<file path="src/rtl/arith_pkg.sv">
// Shared constants for the arithmetic unit (divider / multiplier-accumulator pair).
package arith_pkg;

  localparam int DEF_WIDTH = 4;

  localparam logic ST_IDLE = 1'b0;
  localparam logic ST_RUN  = 1'b1;

  // Iteration counter width; never below 1 bit so the counter is always declarable.
  function automatic int cnt_width(input int w);
    return (w <= 1) ? 1 : $clog2(w);
  endfunction

endpackage

</file>
<file path="src/rtl/multiplicador.sv">
// Shift-add multiply-accumulate: P = Q*B + R, one multiplier bit per cycle.
// Rebuilds a dividend from the divider's quotient, divisor and remainder.
module multiplicador
  import arith_pkg::*;
#(
  parameter int WIDTH = DEF_WIDTH
) (
  input  logic                 clk,
  input  logic                 reset,
  input  logic                 start,
  input  logic [WIDTH-1:0]     Q,
  input  logic [WIDTH-1:0]     B,
  input  logic [WIDTH-1:0]     R,
  output logic [2*WIDTH-1:0]   P,
  output logic                 busy,
  output logic                 done
);

  localparam int PW    = 2 * WIDTH;
  localparam int CNT_W = cnt_width(WIDTH);
  localparam logic [CNT_W-1:0] CNT_LAST = CNT_W'(WIDTH - 1);

  logic              state_q, state_d;
  logic [PW-1:0]     acc_q, acc_d;
  logic [PW-1:0]     mcand_q, mcand_d;
  logic [WIDTH-1:0]  mplier_q, mplier_d;
  logic [CNT_W-1:0]  cnt_q, cnt_d;
  logic [PW-1:0]     p_q, p_d;
  logic              busy_q, busy_d;
  logic              done_q, done_d;

  logic              last;
  logic [PW-1:0]     acc_sum;

  assign last    = (cnt_q == CNT_LAST);
  // Full 2*WIDTH add: the largest Q*B+R still fits, so no carry-out is kept.
  assign acc_sum = mplier_q[0] ? (acc_q + mcand_q) : acc_q;

  always_ff @(posedge clk or posedge reset) begin
    if (reset) begin
      state_q  <= ST_IDLE;
      acc_q    <= '0;
      mcand_q  <= '0;
      mplier_q <= '0;
      cnt_q    <= '0;
      p_q      <= '0;
      busy_q   <= 1'b0;
      done_q   <= 1'b0;
    end else begin
      state_q  <= state_d;
      acc_q    <= acc_d;
      mcand_q  <= mcand_d;
      mplier_q <= mplier_d;
      cnt_q    <= cnt_d;
      p_q      <= p_d;
      busy_q   <= busy_d;
      done_q   <= done_d;
    end
  end

  always_comb begin
    state_d = state_q;
    case (state_q)
      ST_IDLE: if (start) state_d = ST_RUN;
      ST_RUN:  if (last)  state_d = ST_IDLE;
      default: state_d = ST_IDLE;
    endcase
  end

  always_comb begin
    acc_d    = acc_q;
    mcand_d  = mcand_q;
    mplier_d = mplier_q;
    cnt_d    = cnt_q;
    p_d      = p_q;
    busy_d   = busy_q;
    done_d   = 1'b0;
    case (state_q)
      ST_IDLE: begin
        // Operands are latched here; later changes on Q/B/R are invisible.
        if (start) begin
          acc_d    = {{WIDTH{1'b0}}, R};
          mcand_d  = {{WIDTH{1'b0}}, B};
          mplier_d = Q;
          cnt_d    = '0;
          busy_d   = 1'b1;
        end
      end
      ST_RUN: begin
        acc_d    = acc_sum;
        mcand_d  = mcand_q << 1;
        mplier_d = mplier_q >> 1;
        cnt_d    = cnt_q + CNT_W'(1);
        if (last) begin
          p_d    = acc_sum;
          done_d = 1'b1;
          busy_d = 1'b0;
        end
      end
      default: begin
        busy_d = 1'b0;
      end
    endcase
  end

  assign P    = p_q;
  assign busy = busy_q;
  assign done = done_q;

endmodule

</file>
<file path="config.mk">
export PLATFORM = sky130hd
export DESIGN_NAME = multiplicador
export DESIGN_NICKNAME = d
export VERILOG_FILES = /design/src/rtl/arith_pkg.sv /design/src/rtl/multiplicador.sv
export SDC_FILE = /design/constraint.sdc
export NUM_CORES = 1
export LEC_CHECK = 0
export CAP_MARGIN = 10
export CORE_UTILIZATION = 55
export DETAILED_ROUTE_END_ITERATION = 10
export DONT_BUFFER_PORTS = 1
export PLACE_DENSITY = 0.72
export SLEW_MARGIN = 0
export SYNTH_ARGS = -nofsm -noshare
export SYNTH_HDL_FRONTEND = slang
export SYNTH_SLANG_ARGS = --single-unit
</file>
<file path="constraint.sdc">
create_clock -name clk -period 2.6 [get_ports clk]
set_clock_uncertainty 0.1 [all_clocks]
set_input_delay 0.26 -clock clk [delete_from_list [all_inputs] [get_ports clk]]
set_output_delay 0.26 -clock clk [all_outputs]
set_load 0.03 [all_outputs]
</file>
; ---- Word level (Yosys, flattened, before mapping)
; Cells that the tools add are included.
[totals]
register_bits = 33
input_bits = 15
wordCells = 33
[op_classes]
addsub = 2
eq_ne = 3
muxes = 17
n_bitwise = 1
reduce_logical = 2
[ops]
columns = operator, count
row1 = 8-bit case mux with 2 select lines, 2
row2 = 8-bit two-way mux, 3
row3 = 8-bit adder, 1
row4 = 4-bit case mux with 2 select lines, 1
row5 = 1-bit two-way mux, 6
row6 = 4-bit two-way mux, 1
row7 = 1-bit case mux with 2 select lines, 2
row8 = 2-bit case mux with 2 select lines, 1
row9 = 2-bit AND reduction, 2
row10 = 2-bit by 1-bit adder with 2-bit output (second input constant), 1
row11 = 2-bit == test (second input constant), 1
row12 = 2-bit two-way mux, 1
row13 = 2-bit by 1-bit inequality test with 1-bit output (second input constant), 1
row14 = 2-bit inequality test (second input constant), 1
row15 = 1-bit NOT, 1

; ---- Longest topological paths before layout
[depth]
word_depth = 3
ltp_mapped = 9
ltp_nobuf = 9

; ---- Worst setup path before layout
; Ideal clock, no wire load.
[synth_path]
kind = reg2reg
startpoint = reg acc_q[0]
endpoint = reg acc_q[6]
setup_time_ns = 0.122
t_arrival_ns = 1.830
setup_slack_ns = 0.548
path_stages_with_launch = 10
n_path_buf = 0
period_less_slack_ns = 2.052
path_cell_list = dfrtp_1 -> ha_1 -> inv_1 -> fa_1 -> nor2b_4 -> o31a_2 -> o21a_1 -> nor2_2 -> xnor2_1 -> a32o_1
[synth_via]
elab_chain_cells = 3
[synth_lines]
columns = item, line_no
row1 = start: declaration, multiplicador.sv:24  ; logic [PW-1:0] acc_q, acc_d;
row2 = start signal: assignment, multiplicador.sv:42  ; acc_q <= '0;
row3 = start signal: assignment, multiplicador.sv:51  ; acc_q <= acc_d;
row4 = 8-bit adder, multiplicador.sv:37  ; assign acc_sum = mplier_q[0] ? (acc_q + mcand_q) : acc_q;
row5 = 8-bit two-way mux, multiplicador.sv:37
row6 = 8-bit case mux with 2 select lines, multiplicador.sv:78  ; case (state_q)
; Every way passes these cells.
; A chain may end at the register's enable or synchronous reset.

; ---- Worst setup path in the final report
; Same ends and word-level chain as after synthesis.

==> flow_metrics.py <==
metrics = {
    "synth": {
        "ys_ff_latch": 33,
        "synthArstFlopShare_pct": 100,
        "synth_largest_type_area_fraction_pct": 48.4,
        "synthTopCellsByArea": "dfrtp_1 48%, mux2i_1 7.6%, ha_1 5.9%, o21ai_0 5.9%, nand2_1 5.1%",
        "syn_area_per_cell_sq_um": 10.2,
        "ys_seq_area_share_pct": 48.4,
        "postSynthCellCount": 167,
        "ys_top_cells_by_count": "33 x dfrtp_1, 23 x nand2_1, 20 x o21ai_0, 13 x mux2i_1, 9 x a21oi_1",
        "synth_flop_cell": "dfrtp_1",
        "synth_area_sq_um": 1710,
        "yosysMostFrequentCell": "dfrtp_1",
        "synth_area_leader_cell": "dfrtp_1",
        "synth.distinct_cells": 35,
        "synth_edf_count": 0,
        "yosys_warnings": 0,
        "synth_nets": 191,
    },
    "pwr": {
        "totalPowerFinal_mw": 2.26,
        "p_leak_nw": 0.864,
        "ir_drop_uv": 518,
        "powerDensity_nw_per_um2": 1240,
    },
    "critical_path": {
        "reg2reg_depth": 9,
        "crit_fanout": 3,
        "crit_type": "reg -> reg",
        "cp-start-kind": "flop",
        "reg2reg_slack_ns": 0.42,
        "end_kind": "flop",
        "r2r_start": "acc_q[0]",
        "critPathRequiredTime_ns": 2.73,
        "critPathArrivalTime_ns": 2.31,
        "regToRegEndpoint": "acc_q[6]",
    },
    "clocking": {
        "cts_tree": "done",
        "cts_sinks": 33,
        "root_buffer": "clkbuf_4",
        "cts_buffers": 5,
        "htree_levels": 2,
        "clk_path_buf_depth": 2,
        "clk_latency_ns": 0.34,
        "clk_pin_slew_ns": 0.09,
    },
    "global_routing": {
        "grt_max_degree": 34,
        "globalRouteOverflowTotal": 0,
        "grt_usage_pct": 23.9,
        "grt_pass1_vias": 1262,
        "grt_pass1_wl_mm": 5.93,
        "antenna_found_initial": 0,
    },
    "timing": {
        "slew_violations": 0,
        "fmax_ghz": 0.459,
        "slew_headroom_pct": 70.0,
        "setup_viol": 0,
        "grt_setup_unrepaired": "false",
        "fin_tns_setup_ns": 0,
        "tightest_slew_ns": 0.451,
        "hold_viol": 0,
        "min_period_over_period_pct": 83.7,
        "period_needed_ns": 2.18,
    },
    "detailed_routing": {
        "post_drt_wl_per_cell_um": 16.4,
        "ant_nets": 0,
        "dr.pass1.iters": 7,
        "num_vias": 1214,
        "drt-vias-per-instance": 5.95,
        "drt_iter0_markers": 83,
        "wl_mm": 3.34,
        "drc": 3,
    },
    "finish": {
        "final_cell_area_sq_um": 1820,
        "synthToLayoutAreaGrowth_pct": 6.52,
        "n_antenna_cell": 0,
        "drive_above_1_share_pct": 10.4,
        "layout.nets": 197,
        "fin_util_pct": 63.8,
    },
    "hold_path": {
        "holdCritPathClass": "in -> reg",
        "min_from": "Q[3]",
        "min_path_cells": 2,
        "whs_endpoint": "mplier_q[3]",
    },
    "floorplanning": {
        "die_w_um": 57.7,
        "placementRows": 19,
        "io_pins": 25,
        "dieArea_sq_um": 3330,
        "die-height_um": 57.7,
        "core_area_sq_um": 2850,
        "start_util_pct": 59.9,
    },
    "run_status": {
        "status": "finished with violations",
        "failed_checks": "design-rule violations",
    },
    "placed_design": {
        "placed_area_sq_um": 1730,
        "gp_congestion": 0.898,
        "dp_hpwl_mm": 2.38,
        "portBuffers": 0,
    },
    "job": {
        "cap_violations": 0,
    },
}
## layout by cell type (no fill, tap or decap), types with 4 or more instances in the layout
cell / n
ha_1: 8
xnor2_1: 4
o21ai_0: 20
clkbuf_4: 5
nor2_1: 7
a211oi_1: 5
dfrtp_1: 33
nand2_1: 23
a21oi_1: 9
mux2i_1: 13
inv_1: 7
## power by group
part,internal [mW],total [mW],switching [mW]
Combinational,0.424,0.900,0.476
Clock,0.127,0.292,0.164
Sequential,0.728,1.07,0.342
## flip-flops by register name, indices dropped and copies added, names as in the netlist
signal,flops
mcand_q,8
state_q,1
busy,1
done,1
cnt_q,2
mplier_q,4
P,8
acc_q,8
## final cells by class
type	count	area, sq um
Multi-Input combinational cell	119	817
Fill cell	239	1030
Tap cell	31	38.8
Clock buffer	7	55.1
Timing Repair Buffer	6	52.6
Sequential cell	33	826
Inverter	8	30.0
## cells by family (layout without fill, tap and decap cells)
group	count (synthesis)	count (layout)	share of synthesized area, %
simple gates	43	43	11.8
flops	33	33	48.4
compound gates	47	47	17.3
buf+inv	15	21	3.81
fa+ha+maj	9	9	7.03
mux	15	15	9.16
xor+xnor	5	5	2.56
## worst max-delay path, cell delays in order (launching register included)
cell	delay (ns)
dfrtp_1	0.40
ha_1	0.25
inv_1	0.08
fa_1	0.24
nor2b_4	0.05
o31a_2	0.30
o21a_1	0.18
nor2_2	0.14
xnor2_1	0.08
a32o_1	0.26
## how the worst max path moves through the flow
stage	cells past startpoint	slack, ns	startpoint	end
6_report	9	0.42	acc_q[0]	acc_q[6]
5_1_grt	9	0.30	acc_q[0]	acc_q[6]
4_1_cts	9	0.42	acc_q[0]	acc_q[6]
3_5_place_dp	9	0.44	acc_q[0]	acc_q[6]
3_3_place_gp	9	0.51	acc_q[0]	acc_q[6]
2_1_floorplan	9	0.55	acc_q[0]	acc_q[6]
## routing by layer
layer	vias up	track usage [%]	share of wire [%]	routed length, um
li1	592	-	-	-
met1	569	32.6	45	1510
met2	43	36.9	46	1550
met3	10	5.13	6.2	207
met4	0	10.9	2.1	70
met5	-	0	0	0
## repair_timing
action,CTS,global route
endpoints found under the setup margin,0,0
buffers inserted,0,0
gates resized for setup,0,0
endpoints found under the hold margin,39,0
hold buffers,3,0
## through the flow
| step | hold slack [ns] | worst slack (ns) | cells |
|---|---|---|---|
| final | 0.0110 | 0.423 | 204 |
| after global routing | 0.0279 | 0.297 | 204 |
| after CTS | 0.0138 | 0.423 | 204 |
| after detailed placement | 0.166 | 0.437 | 194 |
| after global placement | 0.159 | 0.510 | 194 |
| after floorplan | 0.289 | 0.548 | 167 |
(Power assumes the default switching activity.)
